[src/rtl/pipe_reg_nlane_pkg.sv]
// Shared types and helpers for the multi-lane pipeline register.
package pipe_reg_nlane_pkg;

  // Occupancy encoding doubles as the control FSM state: groups currently held.
  typedef enum logic [1:0] {
    OccEmpty = 2'd0,
    OccOne   = 2'd1,
    OccFull  = 2'd2
  } occ_e;

  function automatic int unsigned lane_lsb(input int unsigned lane, input int unsigned dw);
    return lane * dw;
  endfunction

endpackage

[src/rtl/pipe_reg_nlane_if.sv]
// Group-level handshake between two pipeline stages, LANES slots per group.
interface pipe_reg_nlane_if #(
  parameter int unsigned LANES = 2,
  parameter int unsigned DW    = 160
);
  logic [LANES-1:0]    in_valid;
  logic [LANES*DW-1:0] in_data;
  logic                in_ready;
  logic [LANES-1:0]    out_valid;
  logic [LANES*DW-1:0] out_data;
  logic                out_ready;
  logic [1:0]          occ;

  modport master (
    output in_valid, in_data, out_ready,
    input  in_ready, out_valid, out_data, occ
  );

  modport slave (
    input  in_valid, in_data, out_ready,
    output in_ready, out_valid, out_data, occ
  );
endinterface

[src/rtl/pipe_reg_nlane_slot.sv]
// One lane of storage: valid bit plus payload with load and clear controls.
module pipe_lane_slot #(
  parameter int unsigned DW            = 160,
  parameter bit          CLEAR_PAYLOAD = 1'b1
) (
  input  logic          clk,
  input  logic          rst,
  input  logic          load,
  input  logic          load_valid,
  input  logic [DW-1:0] load_data,
  input  logic          clr,
  output logic          valid,
  output logic [DW-1:0] data
);

  logic          valid_q;
  logic [DW-1:0] data_q;
  logic          keep_payload;

  // Loading an invalid lane counts as the lane becoming invalid.
  assign keep_payload = load_valid | ~CLEAR_PAYLOAD;

  always_ff @(posedge clk) begin
    if (rst) begin
      valid_q <= 1'b0;
      data_q  <= '0;
    end else if (load) begin
      valid_q <= load_valid;
      data_q  <= keep_payload ? load_data : '0;
    end else if (clr) begin
      valid_q <= 1'b0;
      if (CLEAR_PAYLOAD) data_q <= '0;
    end
  end

  assign valid = valid_q;
  assign data  = data_q;

endmodule

[src/rtl/pipe_reg_nlane.sv]
// Multi-lane inter-stage pipeline register with a one-group skid buffer,
// per-lane kill, bubble squashing and flush handling.
module pipe_reg_nlane
  import pipe_reg_nlane_pkg::*;
#(
  parameter int unsigned LANES         = 2,
  parameter int unsigned DW            = 160,
  parameter bit          CLEAR_PAYLOAD = 1'b1
) (
  input  logic             clk,
  input  logic             rst,
  input  logic             flush,
  input  logic             exception_flush,
  input  logic             stall,
  input  logic [LANES-1:0] kill_mask,
  pipe_reg_nlane_if.slave  bus
);

  occ_e                state_q, state_d;
  logic [LANES-1:0]    main_v, skid_v, main_clr, survivors;
  logic [LANES*DW-1:0] main_data, skid_data;
  logic                main_load, main_from_skid, skid_load, skid_clr;
  logic                do_flush, adv, in_fire, in_ready;

  // in_ready comes from state only, so upstream never waits on out_ready/stall.
  assign in_ready  = (state_q != OccFull);
  assign in_fire   = in_ready & (|bus.in_valid);
  assign adv       = bus.out_ready & ~stall & (state_q != OccEmpty);
  assign do_flush  = exception_flush | (flush & ~stall);
  assign survivors = main_v & ~kill_mask;

  always_ff @(posedge clk) begin
    if (rst) state_q <= OccEmpty;
    else     state_q <= state_d;
  end

  always_comb begin
    state_d        = state_q;
    main_load      = 1'b0;
    main_from_skid = 1'b0;
    main_clr       = '0;
    skid_load      = 1'b0;
    skid_clr       = 1'b0;
    if (do_flush) begin
      main_clr = '1;
      skid_clr = 1'b1;
      state_d  = OccEmpty;
    end else begin
      unique case (state_q)
        OccEmpty: begin
          if (in_fire) begin
            main_load = 1'b1;
            state_d   = OccOne;
          end
        end
        OccOne: begin
          // Main leaves (advance or killed empty) and may be replaced by the input.
          if (adv || survivors == '0) begin
            if (in_fire) begin
              main_load = 1'b1;
            end else begin
              main_clr = '1;
              state_d  = OccEmpty;
            end
          end else begin
            main_clr = kill_mask;
            if (in_fire) begin
              skid_load = 1'b1;
              state_d   = OccFull;
            end
          end
        end
        OccFull: begin
          if (adv || survivors == '0) begin
            main_load      = 1'b1;
            main_from_skid = 1'b1;
            skid_clr       = 1'b1;
            state_d        = OccOne;
          end else begin
            main_clr = kill_mask;
          end
        end
        default: state_d = OccEmpty;
      endcase
    end
  end

  for (genvar i = 0; i < LANES; i++) begin : g_lane
    logic          main_ld_valid;
    logic [DW-1:0] main_ld_data;

    assign main_ld_valid = main_from_skid ? skid_v[i] : bus.in_valid[i];
    assign main_ld_data  = main_from_skid ? skid_data[lane_lsb(i, DW) +: DW]
                                          : bus.in_data[lane_lsb(i, DW) +: DW];

    pipe_lane_slot #(
      .DW           (DW),
      .CLEAR_PAYLOAD(CLEAR_PAYLOAD)
    ) u_main (
      .clk       (clk),
      .rst       (rst),
      .load      (main_load),
      .load_valid(main_ld_valid),
      .load_data (main_ld_data),
      .clr       (main_clr[i]),
      .valid     (main_v[i]),
      .data      (main_data[lane_lsb(i, DW) +: DW])
    );

    pipe_lane_slot #(
      .DW           (DW),
      .CLEAR_PAYLOAD(CLEAR_PAYLOAD)
    ) u_skid (
      .clk       (clk),
      .rst       (rst),
      .load      (skid_load),
      .load_valid(bus.in_valid[i]),
      .load_data (bus.in_data[lane_lsb(i, DW) +: DW]),
      .clr       (skid_clr),
      .valid     (skid_v[i]),
      .data      (skid_data[lane_lsb(i, DW) +: DW])
    );
  end

  assign bus.in_ready  = in_ready;
  assign bus.out_valid = main_v;
  assign bus.out_data  = main_data;
  assign bus.occ       = state_q;

endmodule

[src/flat_wrapper.sv]
// flat-port wrapper written by rule: the top's interface ports become plain ports
module pipe_reg_nlane_flat import pipe_reg_nlane_pkg::*;
#(
  parameter int unsigned LANES         = 2,
  parameter int unsigned DW            = 160,
  parameter bit          CLEAR_PAYLOAD = 1'b1
)
  (clk, rst, flush, exception_flush, stall, kill_mask, bus_in_valid, bus_in_data, bus_out_ready, bus_in_ready, bus_out_valid, bus_out_data, bus_occ);
  pipe_reg_nlane_if #(.LANES(LANES), .DW(DW)) bus_i ();
  input  logic clk;
  input  logic rst;
  input  logic flush;
  input  logic exception_flush;
  input  logic stall;
  input  logic [LANES-1:0] kill_mask;
  input wire logic [$bits(bus_i.in_valid)-1:0] bus_in_valid;
  input wire logic [$bits(bus_i.in_data)-1:0] bus_in_data;
  input wire logic [$bits(bus_i.out_ready)-1:0] bus_out_ready;
  output wire logic [$bits(bus_i.in_ready)-1:0] bus_in_ready;
  output wire logic [$bits(bus_i.out_valid)-1:0] bus_out_valid;
  output wire logic [$bits(bus_i.out_data)-1:0] bus_out_data;
  output wire logic [$bits(bus_i.occ)-1:0] bus_occ;
  assign bus_i.in_valid = bus_in_valid;
  assign bus_i.in_data = bus_in_data;
  assign bus_i.out_ready = bus_out_ready;
  assign bus_in_ready = bus_i.in_ready;
  assign bus_out_valid = bus_i.out_valid;
  assign bus_out_data = bus_i.out_data;
  assign bus_occ = bus_i.occ;
  pipe_reg_nlane #(.LANES(LANES), .DW(DW), .CLEAR_PAYLOAD(CLEAR_PAYLOAD)) u_core (.clk(clk), .rst(rst), .flush(flush), .exception_flush(exception_flush), .stall(stall), .kill_mask(kill_mask), .bus(bus_i));
endmodule
[config.mk]
export PLATFORM = sky130hd
export DESIGN_NAME = pipe_reg_nlane_flat
export DESIGN_NICKNAME = d
export VERILOG_FILES = /design/src/rtl/pipe_reg_nlane_pkg.sv /design/src/rtl/pipe_reg_nlane_if.sv /design/src/rtl/pipe_reg_nlane_slot.sv /design/src/rtl/pipe_reg_nlane.sv /design/src/flat_wrapper.sv
export SDC_FILE = /design/constraint.sdc
export NUM_CORES = 1
export LEC_CHECK = 0
export ABC_AREA = 0
export BUFFER_PORTS_ARGS = -buffer_cell sky130_fd_sc_hd__buf_2
export CORE_AREA = 4 4 220 436
export CTS_BUF_LIST = sky130_fd_sc_hd__clkbuf_4
export DETAILED_ROUTE_END_ITERATION = 6
export DIE_AREA = 0 0 224 440
export GPL_TIMING_DRIVEN = 0
export PLACE_DENSITY = 0.66
export SLEW_MARGIN = 0
export SYNTH_ARGS = -nofsm -noshare
export SYNTH_HDL_FRONTEND = slang
export SYNTH_HIERARCHICAL = 1
export SYNTH_SLANG_ARGS = --single-unit
[constraint.sdc]
create_clock -name clk -period 3.88 [get_ports clk]
set_input_delay 0.97 -clock clk [delete_from_list [all_inputs] [get_ports clk]]
set_output_delay 0.97 -clock clk [all_outputs]
set_load 0.1 [all_outputs]
== Word level (Yosys, flattened, before mapping) ==
Index checks and enable logic that the tools add are counted.
Word-level totals
  word-level logic and storage cells: 78
  flip-flop bits (word level): 646
  input port bits: 330
  output and inout port bits: 325
Cells by class
  bitwise gates (word level): 8
  equal/unequal tests: 7
  multiplexer cells: 44
  reductions and logical operators: 10
Operator list (count)
  $mux W160: 13
  $mux W1: 19
  $mux W2: 9
  $reduce_bool A2 Y1: 4
  $pmux W2 S3: 1
  $and A1 B1 Y1: 4
  $logic_not A2 Y1: 2
  $ne A2 B1 Y1 const B: 2
  $pmux W2 S2: 1
  $reduce_and A4 Y1: 1
  $reduce_or A2 Y1: 2
  $ne A3 B1 Y1 const B: 1
  $ne A3 B3 Y1 const B: 1
  $pmux W1 S3: 1
  $and A2 B2 Y2: 1
  $eq A2 B1 Y1 const B: 1
  $eq A2 B2 Y1 const B: 1
  $ne A2 B2 Y1 const B: 1
  $not A2 Y2: 1
  $logic_or A1 B1 Y1: 1
  $not A1 Y1: 1
  $or A1 B1 Y1: 1

== Logic depth before layout (Yosys ltp) ==
Gate-level depths: netlist of the first run.
  depth after elaboration: 10
  mapped depth: 12
  depth with buffers taken out: 9

== Modules after synthesis ==
The synthesis of the first run kept the hierarchy.
By module, submodules not included
  pipe_lane_slot: instances 4, cells each 733, area each 6769.0 µm², sequential area each 3223.1 µm²
  pipe_reg_nlane: instances 1, cells each 400, area each 5076.1 µm², sequential area each 40.0 µm²

== Least setup slack after synthesis of the first run ==
OpenSTA, ideal clock, no wires.
  kind: register to register
  start point: reg u_core.state_q[0] (netlist: u_core/bus.occ[0])
  end point: reg u_core.g_lane[0].u_main.data_q[56]
  period minus slack after synthesis: 3.770 ns
  slack: 0.110 ns
  arrival time: 3.699 ns
  setup time: 0.070 ns
  required time: 3.810 ns
  cell stages (with the launch flop): 12
  buffers on the path: 3
  cells stage by stage: dfxtp_1 inv_1 ha_1 or3b_4 o21a_1 a2bb2oi_1 nor3_1 buf_4 buf_6 buf_2 nand3_1 a21oi_1
Between the ends
  elaborated cells between the ends (all ways): 25
  classes of those cells: eq/ne: 3; mux: 16; bitwise: 2; reduce/logical: 4
RTL lines
  start: declaration: line pipe_reg_nlane.sv:19  | occ_e state_q, state_d;
  start signal: assignment: line pipe_reg_nlane.sv:33  | if (rst) state_q <= OccEmpty;
  start signal: assignment: line pipe_reg_nlane.sv:34  | else state_q <= state_d;
  $ne A2 B2 Y1 / $reduce_bool A2 Y1 (equally long branches): line pipe_reg_nlane.sv:26, pipe_reg_nlane.sv:28
  $and A1 B1 Y1, on equally long branches: line pipe_reg_nlane.sv:27, pipe_reg_nlane.sv:28
  $mux W1 / $logic_or A1 B1 Y1 (equally long branches)
  $mux W1, on equally long branches: line pipe_reg_nlane.sv:58, pipe_reg_nlane.sv:74
  $pmux W1 S3 (*): line pipe_reg_nlane.sv:49  | unique case (state_q)
  $mux W1 (*): line pipe_reg_nlane.sv:44  | if (do_flush) begin
  named net u_core.main_load: line pipe_reg_nlane.sv:22  | logic main_load, main_from_skid, skid_load, skid_clr;
  $mux W160 / $reduce_bool A2 Y1 (equally long branches)
  end signal: assignment: line pipe_reg_nlane_slot.sv:29  | data_q <= keep_payload ? load_data : '0;
  end: declaration: line pipe_reg_nlane_slot.sv:17  | logic [DW-1:0] data_q;
The timed path passes the listed nets; every way through them passes the cells marked *.
A chain may end at the register's enable or synchronous reset.

== Worst setup path after layout of the first run ==
  start point: reg u_core.state_q[0] (netlist: u_core/bus.occ[0])
  end point: reg u_core.g_lane[1].u_main.data_q[133]
Between the ends
  cells in the longest elaborated chain, start to end: 9
  elaborated cells between the ends (all ways): 25
  classes of those cells: eq/ne: 3; mux: 16; bitwise: 2; reduce/logical: 4
RTL lines
  $reduce_bool A2 Y1: line pipe_reg_nlane.sv:28  | assign adv = bus.out_ready & ~stall & (state_q != OccEmpty);
  $and A1 B1 Y1: line pipe_reg_nlane.sv:28
  $logic_or A1 B1 Y1: line pipe_reg_nlane.sv:74  | if (adv || survivors == '0) begin
  $mux W1: line pipe_reg_nlane.sv:74
  $mux W1 (*): line pipe_reg_nlane.sv:49
  $mux W1 (*): line pipe_reg_nlane.sv:44
  $mux W1 (*): line pipe_reg_nlane.sv:92  | assign main_ld_valid = main_from_skid ? skid_v[i] : bus.in_valid[i];
  named net u_core.g_lane[1].main_ld_valid: line pipe_reg_nlane.sv:89  | logic main_ld_valid;
  $mux W160 (*): line pipe_reg_nlane_slot.sv:29
  $mux W160 (*): line pipe_reg_nlane_slot.sv:27  | end else if (load) begin
  end signal: assignment: line pipe_reg_nlane_slot.sv:29
  end: declaration: line pipe_reg_nlane_slot.sv:17
Marks and branches as above.

==> out/metrics.csv, run 1 <==
stage,metric,value,unit
detailed_routing,postRouteAntennaNets,0,
synth,syn_nets,3667,
min_path,hold_path_end,u_core/g_lane[0].u_skid/data[97]$_SDFFE_PP0P_,
timing,rsz0062_at_grt,false,
timing,holdWs,0.139,ns
power,p_per_area,377,nW/um2
timing,clock_skew,0.0666,ns
synth,synth_top_flop_cell,dfxtp_1,
power,peakVddDrop,0.254,mV
power,power,14.8,mW
run_status,status,"complete, no violations",
floorplan,core-area,92700,um2
setup_path,required,4.87,ns
setup_path,worstPathCellList,"inv_1, ha_1, or3b_4, o21ai_2, nand3_4, buf_6, mux2_2, buf_2, buf_2, buf_1, nand3_1, a21oi_1",
setup_path,cp.arrival,4.69,ns
clock_network,cts_tree,yes,
floorplan,start_util,34.7,%
detailed_routing,drc,0,
setup_path,reg2reg_depth,12,
setup_path,slowest_stage,buf_2,
detailed_routing,drtIter0Drc,1310,
synth,synth.area.top_cells,"dfxtp_1 40%, or3b_1 18%, a21oi_1 10%",
setup_path,startpoint_type,flop,
setup_path,crit_top_cell,buf_2,
clock_network,htree_levels,4,
floorplan,die_h,440,um
finish,multi_input_area,16700,um2
clock_network,clk_latency,1.11,ns
synth,ys_types,32,
timing,maxSlewHeadroom,32.6,%
detailed_routing,via_per_inst,5.35,
placement,portBuffers,654,
synth,synth_top_cell_by_area,dfxtp_1,
min_path,hold_depth,3,
synth,synth_edf_count,0,
synth,synth_area,32200,um2
finish,fillers,9317,
grt,gr-total-overflow,0,
synth,synth_top_area_share,40.2,%
setup_path,reg2reg_from,u_core/bus.occ[0]$_SDFFE_PP0P_,
clock_network,cts_setup_buffers,0,
setup_path,timing.rr.end,u_core/g_lane[1].u_main/data[133]$_SDFFE_PP0P_,
grt,grt_max_degree,17,
power,power_leakage,15.2,nW
setup_path,cp_max_fo,10,
run,drv_cap,0,
detailed_routing,dr.pass1.iters,5,
finish,regArea,12900,um2
placement,place_hpwl,101,mm
floorplan,ioPinCount,655,
finish,area_growth,22.1,%
clock_network,clock_sinks,646,
finish,post-route-util,42.4,%
setup_path,slowest_delay,0.46,ns
synth,syn-instance-count,3332,
grt,grt_pass1_vias,30400,
min_path,worstHoldStart,bus_in_data[97],
timing,finalSetupViolCount,0,
setup_path,path_class,reg2reg,
setup_path,reg2reg_slack,0.18,ns
clock_network,cts-buffers-inserted,154,
grt,antenna_found_initial,60,
synth,synth_area_per_cell,9.65,um2
synth,yosys_warnings,6,
synth,synth_seq_area_share,40.2,%
min_path,min_path_type,in2reg,
synth,synth_common_cells,"647 x a21oi_1, 646 x dfxtp_1, 644 x or3b_1",
grt,grt_use_total,24.9,%
detailed_routing,vias,29500,
clock_network,cts_max_path_buffers,3,
timing,drv_slew,0,
synth,synth-seq-cells,646,
floorplan,die-area,98600,um2
placement,gp_routability_congestion,0.954,
timing,worstMarginPinSlew,1.01,ns
timing,fmax,270,MHz
synth,yosysMostFrequentCell,a21oi_1,
detailed_routing,wirelength,128,mm
timing,hold_viol_final,0,
timing,final.min_clock_period,3.70,ns
floorplan,rows,158,
detailed_routing,wire_per_inst,23.1,um
synth,synthArstFlopShare,0,%
finish,nets,4501,
clock_network,path_clk_slew,0.07,ns
floorplan,die-width,224,um
timing,post-route-period-util,95.5,%
grt,grt_pass1_wl,188,mm
finish,drive_above_1_share,31.2,%
setup_path,worst-path-buf-inv,5,
setup_path,end_kind,flop,
setup_path,critical-path-top-delay-family,buffers and inverters,
clock_network,clock-root-buffer,clkbuf_4,
==> cell type report <==
| type | count | area share (%) |
|---|---|---|
| Multi-Input combinational cell | 2290 | 42.4 |
| Sequential cell | 646 | 32.9 |
| Clock inverter | 64 | 0.946 |
| Antenna cell | 38 | 0.242 |
| Inverter | 5 | 0.0478 |
| Tap cell | 1200 | 3.82 |
| Timing Repair Buffer | 678 | 8.98 |
| Buffer | 391 | 6.52 |
| Clock buffer | 213 | 4.07 |
==> worst max-delay path by stage <==
stage | to | depth (start not counted) | startpoint
5_1_grt | u_core/g_lane[1].u_main/data[133]$_SDFFE_PP0P_ | 12 | u_core/bus.occ[1]$_SDFFE_PP0P_
2_1_floorplan | u_core/g_lane[0].u_main/data[56]$_SDFFE_PP0P_ | 11 | u_core/bus.occ[0]$_SDFFE_PP0P_
6_report | u_core/g_lane[1].u_main/data[133]$_SDFFE_PP0P_ | 12 | u_core/bus.occ[0]$_SDFFE_PP0P_
3_5_place_dp | u_core/g_lane[0].u_main/data[58]$_SDFFE_PP0P_ | 11 | kill_mask[1]
4_1_cts | u_core/g_lane[0].u_main/data[58]$_SDFFE_PP0P_ | 12 | u_core/bus.occ[1]$_SDFFE_PP0P_
3_3_place_gp | u_core/g_lane[0].u_main/data[85]$_SDFFE_PP0P_ | 10 | stall
==> through the flow <==
| step | std cells | cell area, um2 | setup slack, ns | setup TNS [ns] |
|---|---|---|---|---|
| after floorplan | 3332 | 32200 | 0.110 | 0 |
| after global placement | 5186 | 36900 | -2.53 | -1074.19 |
| after detailed placement | 5189 | 37000 | -0.316 | -30.64 |
| after CTS | 5487 | 39200 | 0.0566 | 0 |
| after global routing | 5511 | 39200 | 0.00971 | 0 |
| final | 5525 | 39300 | 0.176 | 0 |
==> power by group <==
part	switching (mW)	total, mW	internal (mW)
registers	0.0448	6.76	6.72
logic	1.62	2.24	0.623
clock network	2.96	5.79	2.83
==> layout by cell type, fill, tap and decap left out, drive strengths merged, types with 4 or more instances in the layout <==
| master | n |
|---|---|
| or3b | 645 |
| nand3 | 642 |
| clkinv | 54 |
| bufinv | 4 |
| nand2 | 5 |
| buf | 909 |
| diode | 38 |
| o21ai | 6 |
| mux2 | 323 |
| a21oi | 647 |
| dlygate4sd3 | 21 |
| inv | 9 |
| dfxtp | 646 |
| ha | 5 |
| clkbuf | 352 |
==> tightest hold or removal path: stages <==
cell and delay, ns:
buf_2 0.11, nand3_1 0.07, a21oi_1 0.06
==> timing repair <==
item | CTS | global route
hold buffers | 21 | 0
setup endpoints to repair | 0 | 68
hold endpoints to repair | 21 | 0
resized for setup | 0 | 12
==> state kept, by name, indices dropped and copies added (netlist names) <==
signal                      cells
u_core/g_lane.u_skid/valid      2
u_core/g_lane.u_main/valid      2
u_core/g_lane.u_main/data     320
u_core/bus.occ                  2
u_core/g_lane.u_skid/data     320
==> routing by layer <==
metal	part of all wire [%]	vias to the layer above	routed length (um)	global-route usage, %
met5	0.17	-	218	0
met4	7.0	36	8910	16.8
met3	9.2	412	11800	9.46
met2	51	1274	65400	45.2
met1	32	13900	41400	22.8
li1	-	13900	-	-
==> kinds of logic (layout without fill, tap and decap cells) <==
family	after synthesis	after routing	synth area share [%]
buffers and inverters	396	1351	7.98
muxes	323	323	13.4
AOI/OAI and AO/OA	660	660	10.3
xor gates and xnor gates	1	1	0.0272
other	0	38	0
DFF	646	646	40.2
adders and majority gates	6	6	0.226
and+or+nand+nor	1300	1300	27.8
Note: power is estimated with default switching activity, not from simulation.
==> run 2: changes to the inputs <==
--- a/config.mk
+++ b/config.mk
@@ -7,14 +7,13 @@
 export LEC_CHECK = 0
 export ABC_AREA = 0
 export BUFFER_PORTS_ARGS = -buffer_cell sky130_fd_sc_hd__buf_2
-export CORE_AREA = 4 4 220 436
+export CORE_AREA = 4 4 197 391
 export CTS_BUF_LIST = sky130_fd_sc_hd__clkbuf_4
 export DETAILED_ROUTE_END_ITERATION = 6
-export DIE_AREA = 0 0 224 440
+export DIE_AREA = 0 0 201 395
 export GPL_TIMING_DRIVEN = 0
-export PLACE_DENSITY = 0.66
+export PLACE_DENSITY = 0.67
 export SLEW_MARGIN = 0
 export SYNTH_ARGS = -nofsm -noshare
 export SYNTH_HDL_FRONTEND = slang
-export SYNTH_HIERARCHICAL = 1
 export SYNTH_SLANG_ARGS = --single-unit
==> out/metrics.csv, run 2 <==
stage,metric,value,unit
floorplan,core-area,73900,um2
grt,grt_use_total,23.0,%
synth,synth_area,25700,um2
synth,synth_area_per_cell,10.1,um2
finish,layout_common_cells,"769 x buf_2, 646 x dfxtp_1, 642 x a22o_1",
finish,regArea,12900,um2
clock_network,cts_max_path_buffers,3,
clock_network,clock-root-buffer,clkbuf_4,
detailed_routing,wirelength,94.7,mm
placement,portBuffers,654,
placement,gp_routability_congestion,0.850,
synth,synth_seq_area_share,50.3,%
setup_path,slowest_stage,a211oi_2,
clock_network,cts-buffers-inserted,155,
grt,use_met2,39.6,%
setup_path,cp_max_fo,10,
finish,post-route-util,43.5,%
detailed_routing,postRouteAntennaNets,0,
synth,yosysMostFrequentCell,dfxtp_1,
detailed_routing,wire_per_inst,21.5,um
synth,syn_nets,2879,
timing,fmax,296,MHz
setup_path,slowest_delay,0.90,ns
synth,synth-seq-cells,646,
power,p_per_area,435,nW/um2
detailed_routing,dr.pass1.iters,5,
placement,place_hpwl,71.5,mm
finish,fillers,7310,
clock_network,htree_levels,4,
detailed_routing,drc,0,
timing,final.min_clock_period,3.38,ns
detailed_routing,drtIter0Drc,980,
synth,yosys_warnings,0,
clock_network,cts_repair_resize_count,0,
clock_network,cts_tree,yes,
floorplan,ioPinCount,655,
synth,synth_top_cell_by_area,dfxtp_1,
setup_path,cp.arrival,4.22,ns
finish,area_growth,25.1,%
grt,antenna_found_initial,35,
setup_path,critical-path-top-delay-family,compound AO/OA/AOI/OAI gates,
clock_network,path_clk_slew,0.06,ns
synth,synth_edf_count,0,
finish,multi_input_area,11600,um2
synth,synth_top_flop_cell,dfxtp_1,
power,peakVddDrop,0.263,mV
timing,finalSetupViolCount,0,
clock_network,cts_setup_buffers,0,
setup_path,worstPathCellList,"inv_1, ha_1, nor2_1, o31ai_1, a211oi_2, clkbuf_1, a22o_1",
setup_path,end_kind,flop,
run_status,status,"complete, no violations",
synth,ys_types,27,
timing,hold_viol_final,0,
setup_path,required,4.72,ns
detailed_routing,vias,22700,
timing,maxSlewHeadroom,26.3,%
grt,grt_pass1_wl,143,mm
timing,post-route-period-util,87.1,%
finish,final_common_cell,buf_2,
synth,synthArstFlopShare,0,%
clock_network,clk_latency,0.95,ns
timing,drv_slew,0,
synth,synth.area.top_cells,"dfxtp_1 50%, a22o_1 22%, mux2i_1 12%",
power,power_leakage,16.3,nW
timing,rsz0062_at_grt,false,
floorplan,start_util,34.8,%
clock_network,ctsHoldBuffers,0,
grt,top_usage_layer,met2,
grt,grtUsageMet3,8.75,%
grt,gr-total-overflow,0,
floorplan,rows,141,
timing,worstMarginPinSlew,1.10,ns
synth,synth_common_cells,"646 x dfxtp_1, 642 x a22o_1, 641 x nand2_1",
timing,clock_skew,0.0571,ns
power,power,14.0,mW
floorplan,die-width,201,um
detailed_routing,via_per_inst,5.16,
clock_network,clock_sinks,646,
floorplan,die-area,79400,um2
grt,grt_pass1_vias,23200,
min_path,min_path_type,in2reg,
synth,syn-instance-count,2545,
setup_path,startpoint_type,flop,
setup_path,path_class,reg2reg,
grt,met1_usage,25.4,%
grt,grt_max_degree,17,
finish,drive_above_1_share,29.6,%
finish,nets,3690,
run,drv_cap,0,
setup_path,worst-path-buf-inv,2,
floorplan,die_h,395,um
synth,synth_top_area_share,50.3,%
## run 2: cell types whose count changed after synthesis, sizes merged, moves of 321 or more
cell	previous run	this run
mux2	323	2
a22o	0	642
nand3	642	0
a21oi	647	0
nand2	5	641
or3b	645	0
## run 2: final timing paths
kind	from	end	slack [ns]	depth (start not counted)
worst max-delay path	u_core.bus.occ[0]$_SDFFE_PP0P_	u_core.g_lane[1].u_main.data[6]$_SDFFE_PP0P_	0.50	7
worst min-delay path	bus_in_data[175]	u_core.g_lane[1].u_skid.data[15]$_SDFFE_PP0P_	0.24	2
worst max register to register	u_core.bus.occ[0]$_SDFFE_PP0P_	u_core.g_lane[1].u_main.data[6]$_SDFFE_PP0P_	0.50	7
worst min register to register	u_core.g_lane[1].u_main.data[50]$_SDFFE_PP0P_	u_core.g_lane[1].u_main.data[50]$_SDFFE_PP0P_	0.47	1
## run 2: kinds of logic (layout without fill, tap and decap cells)
kind of cell	after synthesis	in the layout	share of synthesized area (%)
buffers and inverters	257	1173	4.66
multiplexers	322	322	12.6
AO/OA/AOI/OAI	659	659	22.5
other	0	18	0
AND/OR/NAND/NOR	655	655	9.67
adder cells (fa/ha/maj)	5	5	0.234
flip-flops	646	646	50.3
XOR/XNOR	1	1	0.0341
## run 2: worst reg2reg max path, cell delays in order (launching register included)
cell and delay (ns):
dfxtp_1 0.39, inv_1 0.10, ha_1 0.28, nor2_1 0.40, o31ai_1 0.23, a211oi_2 0.90, clkbuf_1 0.75, a22o_1 0.26
## run 2: layout make-up
class / instances / area share (%)
Antenna cell: 18 / 0.140
Buffer: 251 / 3.66
Clock buffer: 202 / 4.72
Clock inverter: 60 / 1.40
Inverter: 6 / 0.0700
Multi-Input combinational cell: 1642 / 36.0
Sequential cell: 646 / 40.2
Tap cell: 929 / 3.62
Timing Repair Buffer: 654 / 10.2
## run 2: power breakdown
part	internal [mW]	switching, mW	total, mW
clock	2.91	2.82	5.73
sequential	6.71	0.0469	6.76
combinational	0.369	1.13	1.50
## run 2: through the flow
step,setup WS [ns],instance area (um2),hold WS (ns),cells,TNS [ns]
2_1_floorplan,0.649,25700,0.449,2545,0
3_3_place_gp,-0.327,30100,0.456,4128,-39.66
3_5_place_dp,-0.285,30100,0.458,4128,-22.26
4_1_cts,0.420,32100,0.0598,4390,0
5_1_grt,0.234,32100,0.105,4395,0
6_report,0.500,32200,0.243,4408,0
## run 2: per-layer routing
metal,share of wire [%],vias up
met4,3.6,22
met1,38,10800
met2,49,816
met3,9.2,214
li1,-,10900
met5,0.16,-
